[src/rtl/uart2wb_burst_if.sv]
// Wishbone master-side bundle used by the UART burst bridge.
// The _o/_i suffixes follow the master's point of view.
interface uart2wb_burst_if #(
    parameter int unsigned AW = 24
) ();
    logic          cyc_o;
    logic          stb_o;
    logic [AW-1:0] adr_o;
    logic [7:0]    dat_o;
    logic          we_o;
    logic          ack_i;
    logic          err_i;
    logic          rty_i;
    logic [7:0]    dat_i;

    modport master (
        output cyc_o, stb_o, adr_o, dat_o, we_o,
        input  ack_i, err_i, rty_i, dat_i
    );

    modport slave (
        input  cyc_o, stb_o, adr_o, dat_o, we_o,
        output ack_i, err_i, rty_i, dat_i
    );
endinterface

[src/rtl/uart2wb_burst.sv]
// UART command parser driving single or burst Wishbone cycles.
// It returns read data and a status byte over UART TX.
module uart2wb_burst #(
    parameter int unsigned CLKS_PER_BIT   = 16,
    parameter int unsigned ADDR_BYTES     = 3,
    parameter int unsigned TIMEOUT_CYCLES = 255
) (
    input  logic            clk_i,
    input  logic            rst_i,
    input  logic            uart_rxd,
    output logic            uart_txd,
    output logic            busy_o,
    uart2wb_burst_if.master wb
);
    localparam int unsigned AW = 8 * ADDR_BYTES;
    localparam int unsigned CW = $clog2(CLKS_PER_BIT);
    localparam int unsigned TW = $clog2(TIMEOUT_CYCLES + 1);
    localparam logic [CW-1:0] BitLast = CW'(CLKS_PER_BIT - 1);
    localparam logic [CW-1:0] BitHalf = CW'(CLKS_PER_BIT / 2 - 1);
    localparam logic [TW-1:0] TmoLast = TW'(TIMEOUT_CYCLES - 1);
    localparam logic [1:0]    AbLast  = 2'(ADDR_BYTES - 1);

    typedef enum logic [2:0] {
        StHeader, StAddr, StWrData, StRdCycle, StRdTx, StStatusTx
    } state_e;

    state_e state_q, state_d;

    logic          rxd_s1_q, rxd_s2_q, rxd_s3_q;
    logic          rx_busy_q;
    logic [CW-1:0] rx_cnt_q;
    logic [3:0]    rx_bit_q;
    logic [7:0]    rx_sh_q, hold_q;
    logic          hold_vld_q;
    logic          tx_busy_q, txd_q;
    logic [CW-1:0] tx_cnt_q;
    logic [3:0]    tx_bit_q;
    logic [8:0]    tx_sh_q;
    logic          we_q, fixed_q, wbwe_q, cyc_q;
    logic [6:0]    xfer_q;
    logic [1:0]    abyte_q, fail_q, code;
    logic [AW-1:0] adr_q;
    logic [7:0]    dat_q, rdata_q, tx_byte;
    logic [TW-1:0] tmo_q;
    logic [5:0]    nack_q;
    logic          rx_stop, rx_ferr, rx_accept, consume, tx_load, tx_done, term;

    assign rx_stop = rx_busy_q && (rx_bit_q == 4'd9) && (rx_cnt_q == BitLast);
    assign rx_ferr = rx_stop && !rxd_s2_q;
    assign tx_done = tx_busy_q && (tx_bit_q == 4'd9) && (tx_cnt_q == BitLast);
    assign term    = cyc_q && (wb.ack_i || wb.err_i || wb.rty_i || (tmo_q == TmoLast));

    always_comb begin
        code = 2'd3;
        if (wb.err_i)      code = 2'd1;
        else if (wb.rty_i) code = 2'd2;
        else if (wb.ack_i) code = 2'd0;
    end

    // RX: start bit re-checked at mid-bit, then sampled every bit period
    always_ff @(posedge clk_i) begin
        if (rst_i) begin
            rxd_s1_q   <= 1'b1;
            rxd_s2_q   <= 1'b1;
            rxd_s3_q   <= 1'b1;
            rx_busy_q  <= 1'b0;
            rx_cnt_q   <= '0;
            rx_bit_q   <= '0;
            rx_sh_q    <= '0;
            hold_q     <= '0;
            hold_vld_q <= 1'b0;
        end else begin
            rxd_s1_q <= uart_rxd;
            rxd_s2_q <= rxd_s1_q;
            rxd_s3_q <= rxd_s2_q;
            if (!rx_busy_q) begin
                if (rxd_s3_q && !rxd_s2_q) begin
                    rx_busy_q <= 1'b1;
                    rx_cnt_q  <= '0;
                    rx_bit_q  <= '0;
                end
            end else if (rx_bit_q == 4'd0) begin
                if (rx_cnt_q == BitHalf) begin
                    rx_cnt_q <= '0;
                    if (rxd_s2_q) rx_busy_q <= 1'b0;
                    else          rx_bit_q  <= 4'd1;
                end else begin
                    rx_cnt_q <= rx_cnt_q + 1'b1;
                end
            end else if (rx_cnt_q == BitLast) begin
                rx_cnt_q <= '0;
                if (rx_bit_q == 4'd9) begin
                    rx_busy_q <= 1'b0;
                end else begin
                    rx_sh_q  <= {rxd_s2_q, rx_sh_q[7:1]};
                    rx_bit_q <= rx_bit_q + 4'd1;
                end
            end else begin
                rx_cnt_q <= rx_cnt_q + 1'b1;
            end
            if (!rx_accept || consume) hold_vld_q <= 1'b0;
            if (rx_stop && rxd_s2_q && rx_accept) begin
                hold_q     <= rx_sh_q;
                hold_vld_q <= 1'b1;
            end
        end
    end

    always_ff @(posedge clk_i) begin
        if (rst_i) begin
            tx_busy_q <= 1'b0;
            tx_cnt_q  <= '0;
            tx_bit_q  <= '0;
            tx_sh_q   <= '1;
            txd_q     <= 1'b1;
        end else if (tx_load) begin
            tx_busy_q <= 1'b1;
            tx_cnt_q  <= '0;
            tx_bit_q  <= '0;
            tx_sh_q   <= {1'b1, tx_byte};
            txd_q     <= 1'b0;
        end else if (tx_busy_q) begin
            if (tx_cnt_q == BitLast) begin
                tx_cnt_q <= '0;
                if (tx_bit_q == 4'd9) begin
                    tx_busy_q <= 1'b0;
                end else begin
                    tx_bit_q <= tx_bit_q + 4'd1;
                    txd_q    <= tx_sh_q[0];
                    tx_sh_q  <= {1'b1, tx_sh_q[8:1]};
                end
            end else begin
                tx_cnt_q <= tx_cnt_q + 1'b1;
            end
        end
    end

    always_ff @(posedge clk_i) begin
        if (rst_i) state_q <= StHeader;
        else       state_q <= state_d;
    end

    always_comb begin
        state_d = state_q;
        unique case (state_q)
            StHeader:   if (consume) state_d = StAddr;
            StAddr: begin
                if (rx_ferr) state_d = StHeader;
                else if (consume && abyte_q == AbLast) state_d = we_q ? StWrData : StRdCycle;
            end
            StWrData: begin
                if (rx_ferr) state_d = StHeader;
                else if (xfer_q == 7'd0 && !cyc_q) state_d = StStatusTx;
            end
            StRdCycle:  if (term || (!cyc_q && fail_q != 2'd0)) state_d = StRdTx;
            StRdTx:     if (tx_done) state_d = (xfer_q == 7'd1) ? StStatusTx : StRdCycle;
            StStatusTx: if (tx_done) state_d = StHeader;
            default:    state_d = StHeader;
        endcase
    end

    always_comb begin
        rx_accept = (state_q == StHeader) || (state_q == StAddr) || (state_q == StWrData);
        consume   = hold_vld_q && ((state_q == StHeader) || (state_q == StAddr) ||
                    ((state_q == StWrData) && !cyc_q && xfer_q != 7'd0));
        tx_load   = ((state_q == StRdTx) || (state_q == StStatusTx)) && !tx_busy_q;
        tx_byte   = (state_q == StStatusTx) ? {nack_q, fail_q} : rdata_q;
        busy_o    = (state_q != StHeader);
    end

    always_ff @(posedge clk_i) begin
        if (rst_i) begin
            we_q    <= 1'b0;
            fixed_q <= 1'b0;
            xfer_q  <= '0;
            abyte_q <= '0;
            adr_q   <= '0;
            dat_q   <= '0;
            wbwe_q  <= 1'b0;
            cyc_q   <= 1'b0;
            tmo_q   <= '0;
            fail_q  <= '0;
            nack_q  <= '0;
            rdata_q <= '0;
        end else begin
            case (state_q)
                StHeader: if (consume) begin
                    we_q    <= hold_q[7];
                    fixed_q <= hold_q[6];
                    xfer_q  <= {1'b0, hold_q[5:0]} + 7'd1;
                    abyte_q <= '0;
                    fail_q  <= '0;
                    nack_q  <= '0;
                end
                StAddr: if (consume) begin
                    adr_q[8*abyte_q +: 8] <= hold_q;
                    abyte_q <= abyte_q + 2'd1;
                end
                StWrData: if (consume) begin
                    xfer_q <= xfer_q - 7'd1;
                    // after a failure the byte is swallowed without a cycle
                    if (fail_q == 2'd0) begin
                        cyc_q  <= 1'b1;
                        wbwe_q <= 1'b1;
                        dat_q  <= hold_q;
                        tmo_q  <= '0;
                    end
                end
                StRdCycle: if (!cyc_q) begin
                    if (fail_q == 2'd0) begin
                        cyc_q  <= 1'b1;
                        wbwe_q <= 1'b0;
                        tmo_q  <= '0;
                    end else begin
                        rdata_q <= '0;
                    end
                end
                StRdTx: if (tx_done) xfer_q <= xfer_q - 7'd1;
                default: ;
            endcase
            if (term) begin
                cyc_q <= 1'b0;
                if (!fixed_q) adr_q <= adr_q + 1'b1;
                if (fail_q == 2'd0) fail_q <= code;
                if (code == 2'd0 && nack_q != 6'h3f) nack_q <= nack_q + 6'd1;
                if (!wbwe_q) rdata_q <= (code == 2'd0) ? wb.dat_i : 8'h00;
            end else if (cyc_q) begin
                tmo_q <= tmo_q + 1'b1;
            end
            if (rx_ferr && (state_q == StAddr || state_q == StWrData)) cyc_q <= 1'b0;
        end
    end

    assign uart_txd = txd_q;
    assign wb.cyc_o = cyc_q;
    assign wb.stb_o = cyc_q;
    assign wb.adr_o = adr_q;
    assign wb.dat_o = dat_q;
    assign wb.we_o  = wbwe_q;
endmodule

[src/flat_wrapper.sv]
// flat-port wrapper written by rule: the top's interface ports become plain ports
module uart2wb_burst_flat 
#(
    parameter int unsigned CLKS_PER_BIT   = 16,
    parameter int unsigned ADDR_BYTES     = 3,
    parameter int unsigned TIMEOUT_CYCLES = 255
)
  (clk_i, rst_i, uart_rxd, uart_txd, busy_o, wb_cyc_o, wb_stb_o, wb_adr_o, wb_dat_o, wb_we_o, wb_ack_i, wb_err_i, wb_rty_i, wb_dat_i);
  uart2wb_burst_if wb_i ();
  input  logic clk_i;
  input  logic rst_i;
  input  logic uart_rxd;
  output logic uart_txd;
  output logic busy_o;
  output wire logic [$bits(wb_i.cyc_o)-1:0] wb_cyc_o;
  output wire logic [$bits(wb_i.stb_o)-1:0] wb_stb_o;
  output wire logic [$bits(wb_i.adr_o)-1:0] wb_adr_o;
  output wire logic [$bits(wb_i.dat_o)-1:0] wb_dat_o;
  output wire logic [$bits(wb_i.we_o)-1:0] wb_we_o;
  input wire logic [$bits(wb_i.ack_i)-1:0] wb_ack_i;
  input wire logic [$bits(wb_i.err_i)-1:0] wb_err_i;
  input wire logic [$bits(wb_i.rty_i)-1:0] wb_rty_i;
  input wire logic [$bits(wb_i.dat_i)-1:0] wb_dat_i;
  assign wb_cyc_o = wb_i.cyc_o;
  assign wb_stb_o = wb_i.stb_o;
  assign wb_adr_o = wb_i.adr_o;
  assign wb_dat_o = wb_i.dat_o;
  assign wb_we_o = wb_i.we_o;
  assign wb_i.ack_i = wb_ack_i;
  assign wb_i.err_i = wb_err_i;
  assign wb_i.rty_i = wb_rty_i;
  assign wb_i.dat_i = wb_dat_i;
  uart2wb_burst #(.CLKS_PER_BIT(CLKS_PER_BIT), .ADDR_BYTES(ADDR_BYTES), .TIMEOUT_CYCLES(TIMEOUT_CYCLES)) u_core (.clk_i(clk_i), .rst_i(rst_i), .uart_rxd(uart_rxd), .uart_txd(uart_txd), .busy_o(busy_o), .wb(wb_i));
endmodule
[config.mk]
export PLATFORM = sky130hd
export DESIGN_NAME = uart2wb_burst_flat
export DESIGN_NICKNAME = d
export VERILOG_FILES = /design/src/rtl/uart2wb_burst_if.sv /design/src/rtl/uart2wb_burst.sv /design/src/flat_wrapper.sv
export SDC_FILE = /design/constraint.sdc
export NUM_CORES = 1
export LEC_CHECK = 0
export BUFFER_PORTS_ARGS = -buffer_cell sky130_fd_sc_hd__buf_2
export CAP_MARGIN = 20
export CELL_PAD_IN_SITES_DETAIL_PLACEMENT = 0
export CELL_PAD_IN_SITES_GLOBAL_PLACEMENT = 2
export CORE_AREA = 2 2 140 142
export DETAILED_ROUTE_END_ITERATION = 12
export DIE_AREA = 0 0 142 144
export PLACE_DENSITY = 0.87
export SLEW_MARGIN = 0
export SYNTH_ARGS = -nofsm -noshare
export SYNTH_HDL_FRONTEND = slang
export SYNTH_SLANG_ARGS = --single-unit
[constraint.sdc]
create_clock -name clk_i -period 2.1 [get_ports clk_i]
set_input_delay 0.315 -clock clk_i [delete_from_list [all_inputs] [get_ports clk_i]]
set_output_delay 0.315 -clock clk_i [all_outputs]
set_load 0.1 [all_outputs]
Word level (Yosys, flattened, before mapping) --
Index checks and enable logic that the tools add are counted.
Word-level totals: bits in registers 119, input bits 14, output and inout port bits 37
Cells by class: bitwise gates (word level) 3, equal/unequal tests 30, muxes and demuxes 88, shift-type cells 2, $add $sub $neg 11, reduce and logical (&&, ||, !) cells 60
Operator list (number):
- $mux 8 | 16
- $mux 24 | 4
- $mux 4 | 12
- $neg 5->34 | 1
- $shift 8x34->24 const A | 1
- $shiftx 8x34->24 | 1
- $mux 3 | 9
- $add 24x1->24 const B | 1
- $bwmux 24 | 1
- $mux 1 | 24
- $mux 6 | 4
- $mux 7 | 3
- $pmux 7 s3 | 1
- $logic_and 1x1->1 | 18
- $mux 2 | 9
- $pmux 3 s6 | 1
- $add 4x1->4 const B | 4
- $eq 4x4->1 const B | 4
- $ne 2x1->1 const B | 8
- $pmux 8 s2 | 1
- $reduce_and 3->1 | 5
- $reduce_bool 2->1 | 7
- $ne 3x3->1 const B | 4
- $logic_or 1x1->1 | 10
- 31 further kinds | 45

Logic depth before layout (Yosys ltp) --
Gate-level depths: netlist (run 1).
word-level depth 9, gate-level depth with buffers 10

Least setup slack after synthesis (run 1) --
OpenSTA, ideal clock, no wires.
kind flip-flop to flip-flop, start point reg u_core.adr_q[8], in the netlist u_core.wb.adr_o[8], end point reg u_core.adr_q[23], in the netlist u_core.wb.adr_o[23], stages on the path, launching flop included 6, arrival time 2.611 ns, data required time 2.026 ns, path buffers 0, path slack -0.585 ns, path through dfxtp_1 -> nand4_1 -> nor4_1 -> nand4_1 -> or3_1 -> a31oi_1
Between the ends: longest elaborated chain between the ends 3
RTL lines:
- start, declared | line uart2wb_burst.sv:42 | logic [AW-1:0] adr_q;
- start signal, assigned by index | line uart2wb_burst.sv:196 | adr_q[8*abyte_q +: 8] <= hold_q;
- start signal, assigned | line uart2wb_burst.sv:223 | if (!fixed_q) adr_q <= adr_q + 1'b1;
- $add 24x1->24 | line uart2wb_burst.sv:223
- $mux 24 | line uart2wb_burst.sv:223
- $mux 24 | line uart2wb_burst.sv:221 | if (term) begin
No other way between the ends. A chain may end at the register's enable or synchronous reset.

Worst setup path in the final report (run 1) --
start point reg u_core.xfer_q[1], end point reg u_core.xfer_q[5]
Between the ends: longest elaborated chain between the ends 6
RTL lines:
- start, declared | line uart2wb_burst.sv:40 | logic [6:0] xfer_q;
- start signal, assigned | line uart2wb_burst.sv:190 | xfer_q <= {1'b0, hold_q[5:0]} + 7'd1;
- start signal, assigned | line uart2wb_burst.sv:200 | xfer_q <= xfer_q - 7'd1;
- start signal, assigned | line uart2wb_burst.sv:218 | StRdTx: if (tx_done) xfer_q <= xfer_q - 7'd1;
- branches (longest 6 deep; another with $sub 7x1->7)
Several ways; the timed one is not identified. The select of a mux whose other input is x is not followed.

==> run summary, run 1 <==
CP arrival -> 2.40 ns
Sequential-to-total area share from yosys stat -> 38.5%
Critical path endpoint category -> flip-flop
Layout cells sized above 1 -> 22.8%
Max Slew Vio Count -> 0
Grt total ovfl -> 0
WHS -> 0.0811 ns
Hold path depth -> 2
ANT cells -> 0
Sw Ratio -> 21.0%
Syn Nets -> 776
Io pins -> 51
Initial antenna violation count -> 0
Vias in the first global route -> 5384
# port buffers -> 50
Combinational power share -> 1.8%
Lkg Pwr -> 3.01 nW
Post-synthesis cell area -> 6190 sq um
CTS sink count -> 119
DRT Pass-1 Iters -> 5
Hold Path Class -> in -> reg
Crit start category -> flip-flop
Core Area -> 19100 sq um
Avg Cell Area, Syn -> 8.33 sq um
Internal Power -> 4.24 mW
Final Hold Viols -> 0
Routed via count -> 5859
Post-DRT Antenna Nets -> 0
Seq pwr share -> 42.2%
Clock power frac -> 56.0%
Worst Max-Slew Pin Slew -> 0.666 ns
Vert. Die Dim -> 144 microns
Crit Path Max Fanout -> 3
Clk_skew -> 0.00787 ns
Reg2Reg Depth -> 8
Minimum clock period -> 2.06 ns
Clock slew at reported path FFs -> 0.05 ns
GP Congestion -> 0.838
Slew HR -> 55.3%
Row count -> 51
Clock Latency Late Sink -> 0.42 ns
CTS max path bufs -> 2
PwrDens -> 693 nW/um^2
Peak Freq -> 487 MHz
First-pass GRT wire length -> 27800 microns
Util after Layout -> 40.6%
Critical path class -> reg -> reg
Maximum vdd drop -> 0.494 mV
Post-synth EDFFs -> 0
CTS tree -> yes
WL per Instance -> 15.9 microns
Data required, critical path -> 2.45 ns
Die width -> 142 microns
# nets final -> 862
Final WL -> 17100 microns
Mapped Cells -> 743
Setup_tns -> 0 ns
Synthesis Warnings -> 0
CTS Buf Count -> 17
Drc violations -> 0
#FFs+latches synth -> 119
Starting Density -> 32.4%
DR iter-0 viols -> 331
Vias per inst -> 5.43
Layout Area Growth over Synthesis -> 25.1%
Root Buffer -> clkbuf_16
Status -> completed
H-tree levels -> 4
Crit share post-route -> 97.9%
Distinct cells, synth -> 73
GRT Resource Usage Total -> 17.2%
Max cap viols -> 0
Finish-stage setup viols -> 0
Synth Flop Type -> dfxtp_1
Largest net degree at the start of global routing -> 97
Full die area -> 20400 sq um
Dpl hpwl -> 12000 microns
Post-synth ARST share -> 0%
Net Sw Power -> 1.12 mW
-- power groups by stage --
stage               clock (mW)  sequential (mW)  combinational [mW]
floorplan                    0             2.31              0.0556
global placement             0             2.31              0.0974
detailed placement           0             2.31              0.0963
CTS                       3.07             2.26              0.0965
global route              3.19             2.26               0.106
finish                    3.01             2.26              0.0955
-- stage by stage --
stage / worst slack (ns) / area (sq um) / power [mW] / cells
global route: -0.0187 / 7740 / 5.55 / 1080
global placement: 0.101 / 7080 / 2.41 / 1047
detailed placement: 0.0567 / 7080 / 2.41 / 1047
finish: 0.0446 / 7740 / 5.37 / 1080
floorplan: 0.0113 / 6220 / 2.37 / 743
CTS: 0.0450 / 7680 / 5.43 / 1079
-- final timing paths --
kind                            slack [ns]        startpoint                to
worst max register to register        0.04  u_core.xfer_q[1]  u_core.xfer_q[5]
worst max-delay path                  0.04  u_core.xfer_q[1]  u_core.xfer_q[5]
worst min-delay path                  0.08          uart_rxd   u_core.rxd_s1_q
worst min register to register        0.41   u_core.rxd_s1_q   u_core.rxd_s2_q
-- Yosys cell counts (6+ instances only) --
master	instances	area (sq um)
a22oi_1	9	67.6
a211oi_1	11	82.6
buf_2	8	40.0
and3_1	7	43.8
xor2_1	7	61.3
nand3b_1	7	52.6
clkbuf_1	30	113
nor3_1	26	130
a31oi_1	15	93.8
nor4_1	6	37.5
and2_1	9	56.3
nand3_1	35	175
ha_1	19	238
or3_1	6	37.5
o22ai_1	7	43.8
mux2_2	7	78.8
nand2_1	59	221
a311oi_1	12	105
a21oi_1	54	270
inv_1	21	78.8
dfxtp_1	119	2380
xnor2_1	7	61.3
o21ai_0	33	165
nor2_1	81	304
mux2i_1	33	330
o211ai_1	11	82.6
nand4_1	13	81.3
-- layout by cell type (no fill, tap or decap), types with 4 or more instances in the layout --
master,instances
o22ai_1,7
ha_1,18
xnor2_1,7
dfxtp_4,4
a31oi_1,15
buf_2,48
or3_1,6
a21oi_1,54
mux2_2,7
a22oi_1,9
nor2_1,81
a311oi_1,12
o31ai_1,4
clkbuf_16,17
nand3b_1,7
and3_1,7
and2_1,9
inv_1,20
a21o_1,5
or2_2,5
nand4_1,13
a221oi_1,4
o21ai_1,5
xor2_1,7
buf_4,57
nand3_1,35
nand2b_1,5
and4_1,4
mux2i_1,33
nor4_1,6
nand2_1,59
o211ai_1,11
o21ai_0,31
nor3_1,26
dfxtp_2,21
clkbuf_1,4
dfxtp_1,94
a211oi_1,11
-- logic make-up (layout without fill, tap and decap cells) --
logic type / count (synthesis) / after routing / synth area share, %
fa+ha+maj: 19 / 19 / 3.84
buf+inv: 63 / 162 / 4.05
mux: 40 / 40 / 6.61
flops: 119 / 119 / 38.5
simple gates: 284 / 284 / 23.0
xor+xnor: 14 / 14 / 1.98
compound gates: 204 / 204 / 22.0
-- sequential cells by signal, summed over array words and instances, names as in the netlist, 2 cells and up --
name             cells
u_core.wb.adr_o     24
u_core.hold_q        8
u_core.rdata_q       8
u_core.rx_sh_q       8
u_core.tmo_q         8
u_core.tx_sh_q       8
u_core.wb.dat_o      8
u_core.xfer_q        7
u_core.nack_q        6
u_core.rx_bit_q      4
u_core.rx_cnt_q      4
u_core.tx_bit_q      4
u_core.tx_cnt_q      4
u_core.state_q       3
u_core.abyte_q       2
u_core.fail_q        2
-- worst max-delay path: stages (launching register included) --
cell,delay [ns]
dfxtp_2,0.33
inv_1,0.06
ha_2,0.17
nor2b_4,0.12
a211o_1,0.28
a2111o_1,0.47
buf_6,0.14
a221o_1,0.27
a21oi_1,0.14
-- routing by layer --
metal,vias to the layer above,part of all wire [%],global-route usage (%)
met5,-,0,0
met2,146,46,27.6
met1,2760,47,22.6
li1,2928,-,-
met4,0,1.7,6.00
met3,25,4.7,4.37
-- timing repair --
action                     in CTS  in global routing
hold buffers                    0                  0
setup buffers                   0                  1
setup endpoints to repair       0                 23
resized for setup               0                 18
-- layout make-up --
class	count	area, sq um
clock buffers	24	482
clock inverters	8	120
fillers	1910	11300
inverters	21	78.8
multi-input cells	561	3600
flip-flops and latches	119	2420
well taps	238	298
repair buffers	109	739
Note: power is estimated with default switching activity, not from simulation.
==> run 2: changes to the inputs <==
--- a/config.mk
+++ b/config.mk
@@ -5,13 +5,14 @@
 export SDC_FILE = /design/constraint.sdc
 export NUM_CORES = 1
 export LEC_CHECK = 0
+export ABC_AREA = 1
 export BUFFER_PORTS_ARGS = -buffer_cell sky130_fd_sc_hd__buf_2
 export CAP_MARGIN = 20
 export CELL_PAD_IN_SITES_DETAIL_PLACEMENT = 0
 export CELL_PAD_IN_SITES_GLOBAL_PLACEMENT = 2
-export CORE_AREA = 2 2 140 142
+export CORE_AREA = 2 2 149 151
 export DETAILED_ROUTE_END_ITERATION = 12
-export DIE_AREA = 0 0 142 144
+export DIE_AREA = 0 0 151 153
 export PLACE_DENSITY = 0.87
 export SLEW_MARGIN = 0
 export SYNTH_ARGS = -nofsm -noshare
==> run summary, run 2 <==
Syn Nets -> 984
Vert. Die Dim -> 153 microns
Sw Ratio -> 42.1%
Internal Power -> 5.66 mW
Mapped Cells -> 951
Clock Latency Late Sink -> 0.42 ns
CP arrival -> 1.62 ns
# nets final -> 1040
FF-to-FF Start -> u_core.xfer_q[0]
GRT Resource Usage Total -> 16.2%
Net Sw Power -> 4.11 mW
Post-DRT Antenna Nets -> 0
Full die area -> 23100 sq um
DRT Pass-1 Iters -> 5
Post-synthesis cell area -> 6600 sq um
Combinational power share -> 37.5%
Minimum clock period -> 1.94 ns
Synthesis Warnings -> 0
Avg Cell Area, Syn -> 6.94 sq um
Dpl hpwl -> 12700 microns
Top cells by area, synth -> dfxtp_1, nand2_1, a21oi_1
Crit start category -> flip-flop
FILL cells -> 2350
Core Area -> 21500 sq um
Seq pwr share -> 29.2%
Post-synth ARST share -> 0%
Die width -> 151 microns
Status -> completed
Critical path class -> reg -> out
Clk_skew -> 0.00671 ns
Min-delay src -> uart_rxd
Drc violations -> 0
Clock slew at reported path FFs -> 0.06 ns
Distinct cells, synth -> 47
Setup_tns -> 0 ns
Critical path endpoint category -> primary output
Most common cell after layout, fill and taps aside -> nand2_1
ANT cells -> 0
Largest register FFs -> 24
H-tree levels -> 4
WL per Instance -> 13.9 microns
Initial antenna violation count -> 0
Final WL -> 18000 microns
RSZ-0062 raised after global routing -> no
#FFs+latches synth -> 119
Crit Path Max Fanout -> 7
Post-synth top cells -> nand2_1, dfxtp_1, nor2_1, inv_1, a21oi_1
Clock power frac -> 33.2%
DR iter-0 viols -> 324
Synth Flop Type -> dfxtp_1
Post-synth EDFFs -> 0
CTS Buf Count -> 17
Routed via count -> 6289
Largest net degree at the start of global routing -> 67
Layout Area Growth over Synthesis -> 19.3%
WHS -> 0.0837 ns
Crit share post-route -> 92.4%
Max Slew Vio Count -> 0
# port buffers -> 50
Post-CTS setup buffer count -> 0
GP Congestion -> 0.830
CTS tree -> yes
Top cell type's share of synthesized area -> 36.1%
Root Buffer -> clkbuf_16
CTS sink count -> 119
CTS max path bufs -> 2
Grt total ovfl -> 0
Sequential-to-total area share from yosys stat -> 36.1%
Final Hold Viols -> 0
Cell accounting for the most synthesized area -> dfxtp_1
Starting Density -> 30.7%
Vias per inst -> 4.84
Hold Path Class -> in -> reg
Maximum vdd drop -> 0.630 mV
Post-CTS Resized -> 0
Worst Max-Slew Pin Slew -> 0.540 ns
Io pins -> 51
Slew HR -> 64.0%
First-pass GRT wire length -> 30100 microns
Row count -> 54
Worst Setup SP -> u_core.state_q[1]
# hold bufs at CTS -> 0
Top-count cell post-synth -> nand2_1
Max cap viols -> 0
Data required, critical path -> 1.78 ns
Finish-stage setup viols -> 0
Most frequent cells in the layout -> nand2_1, nor2_1, dfxtp_1, inv_1, a21oi_1
PwrDens -> 1240 nW/um^2
Lkg Pwr -> 3.22 nW
Peak Freq -> 515 MHz
Vias in the first global route -> 6043
Layout cells sized above 1 -> 15.7%
[run 2: layer usage]
metal	up-vias	GRT usage, %	wire length (microns)
met4	0	4.41	191
met2	79	27.5	8580
li1	3294	-	-
met3	13	3.10	536
met5	-	0	0
met1	2903	20.9	8730
[run 2: logic make-up (layout without fill, tap and decap cells)]
kind of cell    Yosys count  count (layout)  share of synthesized area, %
flops                   119             119                          36.1
xor+xnor                 19              19                          2.52
simple gates            430             430                          30.4
buf+inv                 137             206                          8.32
fa+ha+maj                19              19                          3.60
compound gates          227             227                          19.0
[run 2: cell type report]
cell class / count / area [sq um] / share of cell area [%]
multi-input combinational: 695 / 3670 / 46.6
sequential: 119 / 2390 / 30.4
clock buffer: 22 / 494 / 6.27
inverter: 106 / 400 / 5.08
timing repair buffer: 68 / 398 / 5.05
tap: 280 / 350 / 4.45
clock inverter: 10 / 166 / 2.11
[run 2: worst max-delay path: stages (launching register included)]
cell,delay (ns)
dfxtp_1,0.54
nor2_2,0.11
nand2_1,0.11
buf_2,0.43
[run 2: through the flow]
stage | cells | power [mW] | area (sq um) | util (%) | setup WS, ns
after CTS | 1300 | 9.86 | 7880 | 36.7 | 0.0184
after floorplan | 951 | 5.88 | 6620 | - | 0.00985
after global routing | 1300 | 10.3 | 7880 | 36.7 | 0.00991
after global placement | 1268 | 6.58 | 7210 | 33.6 | 0.163
final | 1300 | 9.77 | 7880 | 36.7 | 0.160
after detailed placement | 1268 | 6.57 | 7210 | 33.6 | 0.171
[run 2: worst paths after layout]
check        cells past startpoint            endpoint  slack (ns)
max                              3              busy_o        0.16
max reg2reg                     12  u_core.wb.dat_o[4]        0.21
min reg2reg                      1     u_core.rxd_s2_q        0.42
min                              2     u_core.rxd_s1_q        0.08
[run 2: power by group through the flow]
| stage | clock (mW) | combinational [mW] | sequential (mW) |
|---|---|---|---|
| after floorplan | 0 | 2.22 | 3.66 |
| after global placement | 0 | 3.67 | 2.90 |
| after detailed placement | 0 | 3.67 | 2.90 |
| after CTS | 3.33 | 3.68 | 2.85 |
| after global routing | 3.40 | 4.03 | 2.91 |
| final | 3.25 | 3.67 | 2.86 |
